**src/rtl/id_ex_stage.sv**
```systemverilog
// rtl/id_ex_stage.sv - ID/EX pipeline register with load-use hazard detection, flush and perf counters
module id_ex_stage #(
    parameter int DATA_W = 32,
    parameter int REG_W  = 5,
    parameter int CNT_W  = 16
) (
    input  logic              clk,
    input  logic              rst_n,
    input  logic              id_valid,
    input  logic [9:0]        id_ctrl,
    input  logic [DATA_W-1:0] id_pc4,
    input  logic [DATA_W-1:0] id_rdata1,
    input  logic [DATA_W-1:0] id_rdata2,
    input  logic [DATA_W-1:0] id_imm,
    input  logic [REG_W-1:0]  id_rs,
    input  logic [REG_W-1:0]  id_rt,
    input  logic [REG_W-1:0]  id_rd,
    input  logic              flush,
    output logic              ex_valid,
    output logic [9:0]        ex_ctrl,
    output logic [DATA_W-1:0] ex_pc4,
    output logic [DATA_W-1:0] ex_rdata1,
    output logic [DATA_W-1:0] ex_rdata2,
    output logic [DATA_W-1:0] ex_imm,
    output logic [REG_W-1:0]  ex_rs,
    output logic [REG_W-1:0]  ex_rt,
    output logic [REG_W-1:0]  ex_rd,
    output logic              pc_write,
    output logic              ifid_write,
    output logic [CNT_W-1:0]  stall_cnt,
    output logic [CNT_W-1:0]  flush_cnt
);

    logic rt_used;
    logic load_use;
    logic hazard;
    logic squash;

    // R-type, sw and beq are the only decoded forms that read rt
    assign rt_used  = id_ctrl[9] | id_ctrl[4] | id_ctrl[3];
    assign load_use = id_valid & ex_valid & ex_ctrl[5] & (ex_rt != '0) &
                      ((ex_rt == id_rs) | (rt_used & (ex_rt == id_rt)));
    assign hazard   = load_use & ~flush;
    assign squash   = hazard | flush | ~id_valid;

    assign pc_write   = ~hazard;
    assign ifid_write = ~hazard;

    always_ff @(posedge clk or negedge rst_n) begin
        if (!rst_n) begin
            ex_valid  <= 1'b0;
            ex_ctrl   <= '0;
            ex_pc4    <= '0;
            ex_rdata1 <= '0;
            ex_rdata2 <= '0;
            ex_imm    <= '0;
            ex_rs     <= '0;
            ex_rt     <= '0;
            ex_rd     <= '0;
            stall_cnt <= '0;
            flush_cnt <= '0;
        end else begin
            ex_valid  <= ~squash;
            ex_ctrl   <= squash ? 10'd0 : id_ctrl;
            ex_pc4    <= id_pc4;
            ex_rdata1 <= id_rdata1;
            ex_rdata2 <= id_rdata2;
            ex_imm    <= id_imm;
            ex_rs     <= id_rs;
            ex_rt     <= id_rt;
            ex_rd     <= id_rd;
            if (hazard && (stall_cnt != {CNT_W{1'b1}}))
                stall_cnt <= stall_cnt + 1'b1;
            if (flush && (flush_cnt != {CNT_W{1'b1}}))
                flush_cnt <= flush_cnt + 1'b1;
        end
    end

endmodule

```
**config.mk**
```make
export PLATFORM = sky130hd
export DESIGN_NAME = id_ex_stage
export DESIGN_NICKNAME = d
export VERILOG_FILES = /design/src/rtl/id_ex_stage.sv
export SDC_FILE = /design/constraint.sdc
export NUM_CORES = 1
export LEC_CHECK = 0
export BUFFER_PORTS_ARGS = -buffer_cell sky130_fd_sc_hd__buf_2
export CAP_MARGIN = 5
export CORE_AREA = 2 2 134 136
export CTS_CLUSTER_DIAMETER = 60
export DETAILED_ROUTE_END_ITERATION = 16
export DIE_AREA = 0 0 136 138
export GPL_TIMING_DRIVEN = 0
export PLACE_DENSITY = 0.63
export SYNTH_ARGS = -nofsm -noshare
export SYNTH_HDL_FRONTEND = slang
export SYNTH_SLANG_ARGS = --single-unit
export TNS_END_PERCENT = 30
```
**constraint.sdc**
```tcl
create_clock -name clk -period 2.1 [get_ports clk]
set_input_delay 0.21 -clock clk [delete_from_list [all_inputs] [get_ports clk]]
set_output_delay 0.21 -clock clk [all_outputs]
set_load 0.05 [all_outputs]
```
Word-level counts from Yosys, hierarchy flattened

Index checks and enable logic that the tools add are counted.

Register bits after elaboration: 186
Bits in latches: 0
RAM bits: 0
Bits in read-only memories: 0
Input port bits: 157
Output and inout bits: 188
Logic and storage cells: 36
Memories kept: 0

Add/sub/neg operators: 2
Multiply operators: 0
Div/mod/pow operators: 0
Order comparisons: 0
Equality and inequality tests: 4
Shifts and indexed selects: 0
Muxes and demuxes: 1
Bitwise gates (word level): 15
Reduce and logical (&&, ||, !) cells: 3

Operator list:

| kind                  | number |
|---|---|
| $add 16x1->16 const B | 2 |
| $ne 16x16->1 const B  | 2 |
| $eq 5x5->1            | 2 |
| $mux 10               | 1 |
| $and 1x1->1           | 6 |
| $or 1x1->1            | 5 |
| $reduce_bool 5->1     | 1 |
| $not 1->1             | 4 |
| $logic_and 1x1->1     | 2 |

Depth between registers and ports, before layout

Depth in word-level cells: 9
Gate-level depth with buffers: 6
Mapped depth without buffers: 6

Worst setup path after synthesis

OpenSTA, ideal clock, no wires.

Path type: reg-to-output
From: register ex_rt[1]
To: output pc_write
Data arrival time: 2.207 ns
Data required time: 1.890 ns
Path slack: -0.317 ns
Cell stages (with the launch flop): 6
Path buffers: 1
Cells stage by stage: dfrtp_1 > or4_4 > o211ai_4 > nor2_1 > nand2_1 > buf_4

Longest elaborated chain between the ends: 6
Elaborated cells on any way between the ends: 9
Those cells by class: 2 x eq/ne; 6 x bitwise; 1 x reduce/logical

Ends and longest elaborated chain:

| element                  | RTL line | text |
|---|---|---|
| start: declaration       | 26       | `output logic [REG_W-1:0] ex_rt,` |
| start signal: assignment | 70       | `ex_rt <= id_rt;` |
| $eq 5x5->1               | 42       | `((ex_rt == id_rs) \| (rt_used & (ex_rt == id_rt)));` |
| $and 1x1->1              | 42       |  |
| $or 1x1->1               | 42       |  |
| $and 1x1->1 *            | 41       | `assign load_use = id_valid & ex_valid & ex_ctrl[5] & (ex_rt != '0) &` |
| $and 1x1->1 *            | 43       | `assign hazard = load_use & ~flush;` |
| $not 1->1 *              | -        |  |
| end: declaration         | 28       | `output logic pc_write,` |

Mark *: on every way between the ends. The rest lies on a longest branch, timed or not.

Worst setup path in the final report

From: register ex_rt[3]
To: output pc_write

Longest elaborated chain between the ends: 6
Elaborated cells on any way between the ends: 9
Those cells by class: 2 x eq/ne; 6 x bitwise; 1 x reduce/logical

Ends and longest elaborated chain:

| element       | RTL line | text |
|---|---|---|
| $eq 5x5->1    | 42       |  |
| $and 1x1->1   | 42       |  |
| $or 1x1->1    | 42       |  |
| $and 1x1->1 * | 41       |  |
| $and 1x1->1 * | 43       |  |
| $not 1->1 *   | 46       | `assign pc_write = ~hazard;` |

Marks and branches as above.

==> results.py <==
metrics = {
    "run_status": {
        "outcome": "finished, violations left",
        "failed_checks": "setup timing",
    },
    "synth": {
        "syn_avg_cell_area_sq_um": 17.0,
        "syn_inst": 334,
        "async_reset_ff_share_pct": 100,
        "synth-main-ff-cell": "dfrtp_1",
        "synth_top_cell_area_share_pct": 82.1,
        "yosys-top-cells-count": "dfrtp_1 (186), xnor2_1 (33), nand3_1 (18), nand2_1 (14), nand4_1 (14)",
        "syn-num-nets": 493,
        "ys_warn_count": 0,
        "ys_seq_elements": 186,
        "synth.most_common_cell": "dfrtp_1",
        "seq_area_frac_synth_pct": 82.1,
        "synth-edff-count": 0,
        "synth_area_leaders": "dfrtp_1 (82%), xnor2_1 (5.1%), nand3_1 (1.6%)",
        "synth_area_sq_um": 5670,
        "yosys.area.top_type": "dfrtp_1",
        "synth_cell_type_count": 35,
    },
    "grt": {
        "grt_pass1_vias": 5138,
        "grt_util_all_layers_pct": 18.7,
        "grt_pass1_wl_mm": 26.9,
        "grt_max_degree": 120,
        "antenna_found_initial": 1,
        "overflow": 0,
    },
    "placed_design": {
        "placed_cells": 908,
        "routabilityCongestion": 0.852,
        "numPortBuffers": 344,
        "dpl.hpwl_mm": 12.0,
    },
    "sta": {
        "post-route-min-period_ns": 2.21,
        "hold_viol_final": 0,
        "fin_ws_ns": -0.108,
        "setup_viol": 2,
        "period_share_pct": 105,
        "clock.fmax_mhz": 453,
        "timing.max_slew.rel_slack_pct": 61.6,
        "finalMaxSlewViolations": 0,
        "rsz0062_at_grt": "true",
        "fin_hold_ws_ns": 0.0268,
        "tightest_slew_ns": 0.575,
        "fin_skew_ns": 0.00991,
    },
    "worst_setup_path": {
        "start_kind": "flop",
        "crit_type": "flop to primary output",
        "end_kind": "primary output",
        "cp.required_ns": 1.89,
        "critPathMaxFanout": 3,
        "reg2reg_depth": 6,
        "crit_arrival_ns": 2.00,
    },
    "cells_and_area": {
        "areaGrowthSynthToFinish_pct": 75.4,
        "drive_above_1_share_pct": 46.5,
        "final_net_count": 1015,
        "fillers": 1412,
        "stdcell_count": 1099,
    },
    "power_and_ir_drop": {
        "leakage_nw": 4.93,
        "clockPowerShare_pct": 35.7,
        "internal_power_mw": 6.00,
        "irDropWorstVdd_v": 0.000713,
        "power_switching_mw": 2.85,
        "seqPwrFrac_pct": 44.7,
        "powerDensity_nw_per_um2": 890,
        "switching_share_pct": 32.2,
        "p_total_mw": 8.85,
        "combPwrFrac_pct": 19.6,
    },
    "detailed_routing": {
        "via_count": 4709,
        "wl_per_cell_um": 15.9,
        "vias_per_cell": 4.28,
        "wl_mm": 17.4,
        "ant_nets": 0,
        "drc": 0,
        "drtIter0Drc": 118,
        "dr.pass1.iters": 4,
    },
    "clock_network": {
        "htreeDepth": 4,
        "clkTransAtPathRegs_ns": 0.07,
        "root_buffer": "clkbuf_16",
        "cts_tree": "built",
        "clockBufferDepth": 2,
        "cts.sinks": 186,
        "cts_buffers": 17,
        "clkLatencyLatePin_ns": 0.42,
    },
    "floorplan": {
        "die-width_um": 136,
        "die_area_sq_um": 18800,
        "fp-row-count": 49,
        "pin_count": 345,
        "die_y_um": 138,
        "start_util_pct": 32.3,
        "core-area_sq_um": 17500,
    },
    "job": {
        "cap_viol_max_count": 0,
    },
    "min_path": {
        "hold_path_depth": 2,
        "hp-class": "primary input to flop",
    },
}
==> power groups by stage <==
stage	Clock, mW	Sequential (mW)	Combinational (mW)
2_1_floorplan	0	4.81	0.167
3_3_place_gp	0	4.01	1.47
3_5_place_dp	0	4.02	1.50
4_1_cts	3.25	3.95	1.74
5_1_grt	3.43	3.98	1.84
6_report	3.16	3.95	1.74
==> final timing paths <==
path | from | endpoint | slack [ns]
worst min-delay path | id_ctrl[4] | ex_ctrl[4]$_DFF_PN0_ | 0.03
max in group asynchronous | rst_n | ex_rdata2[17]$_DFF_PN0_ | 0.83
worst min register to register | flush_cnt[0]$_DFFE_PN0P_ | flush_cnt[0]$_DFFE_PN0P_ | 0.51
worst max-delay path | ex_rt[3]$_DFF_PN0_ | pc_write | -0.11
min in group asynchronous | rst_n | ex_rs[0]$_DFF_PN0_ | 0.33
worst max register to register | ex_rt[3]$_DFF_PN0_ | stall_cnt[1]$_DFFE_PN0P_ | 0.05
==> registers in the layout (all words and copies together), names as in the netlist <==
| signal | flops |
|---|---|
| ex_imm | 32 |
| ex_pc4 | 32 |
| ex_rdata1 | 32 |
| ex_rdata2 | 32 |
| flush_cnt | 16 |
| stall_cnt | 16 |
| ex_ctrl | 10 |
| ex_rd | 5 |
| ex_rs | 5 |
| ex_rt | 5 |
| ex_valid | 1 |
==> cell type report <==
type | instances | area, sq um | area share, %
Antenna cell | 1 | 2.50 | 0.0252
Inverter | 4 | 15.0 | 0.151
Clock inverter | 14 | 168 | 1.69
Buffer | 3 | 30.0 | 0.302
Multi-Input combinational cell | 141 | 1010 | 10.1
Tap cell | 229 | 287 | 2.88
Clock buffer | 18 | 439 | 4.42
Timing Repair Buffer | 503 | 3340 | 33.6
Sequential cell | 186 | 4660 | 46.8
==> layout by cell type, fill, tap and decap left out, types with 2 or more instances in the layout <==
cell type	netlist	final
mux2_2	3	3
clkinv_8	0	5
buf_4	2	7
a21oi_1	4	4
dlygate4sd3_1	0	153
xor2_1	3	3
clkinv_4	0	2
nor3_1	2	2
and3_1	6	6
and2_1	11	11
clkbuf_16	0	17
inv_6	0	4
dfrtp_2	0	4
nand2b_1	2	2
buf_8	0	2
nor2_1	6	5
nand2_1	14	13
buf_2	1	341
and4_1	3	3
inv_1	3	3
nor4_1	5	5
nand2_2	1	2
buf_6	0	2
xnor2_1	33	33
nand3_1	18	18
nand4_1	14	14
dfrtp_1	186	182
ha_1	2	2
inv_8	0	3
==> routing by layer <==
metal,vias to the layer above,wire length [um],track usage [%]
met5,-,0,0
met4,0,531,7.95
met3,46,1250,5.94
met2,201,9120,33.1
met1,2293,6530,20.5
li1,2169,-,-
==> worst max-delay path, stage by stage (launching register included) <==
cell,delay [ns]
dfrtp_2,0.42
or4_4,0.55
o211ai_4,0.22
nor2_4,0.07
nand2_2,0.08
buf_6,0.10
buf_8,0.13
==> through the flow <==
step                instance area (sq um)  utilization (%)  setup slack, ns  TNS (ns)
global placement                     7690             43.9            -2.23   -358.47
detailed placement                   7730             44.1          -0.0183   -0.0183
floorplan                            5690                -          -0.0659   -0.0659
finish                               9950             56.7           -0.108    -0.186
CTS                                  9940             56.7           -0.167    -0.305
global route                         9950             56.7           -0.188    -0.374
==> timing repair <==
action / CTS / global route
resized for setup: 9 / 1
gates cloned: 0 / 0
buffers inserted: 5 / 0
hold buffers: 153 / 0
setup endpoints to repair: 2 / 4
pin swaps: 6 / 2
endpoints found under the hold margin: 219 / 0
==> cell families (layout without fill, tap and decap cells) <==
kind of cell             after synthesis  in the layout  share of synthesized area, %
AO/OA/AOI/OAI                         11             11                          1.57
other                                  0              1                             0
adder cells (fa/ha/maj)                2              2                         0.441
multiplexers                           4              4                         0.794
buffers and inverters                  7            542                         0.617
flip-flops                           186            186                          82.1
XOR/XNOR                              36             36                          5.56
AND/OR/NAND/NOR                       88             88                          8.96
Power figures use the tool's default switching activity.
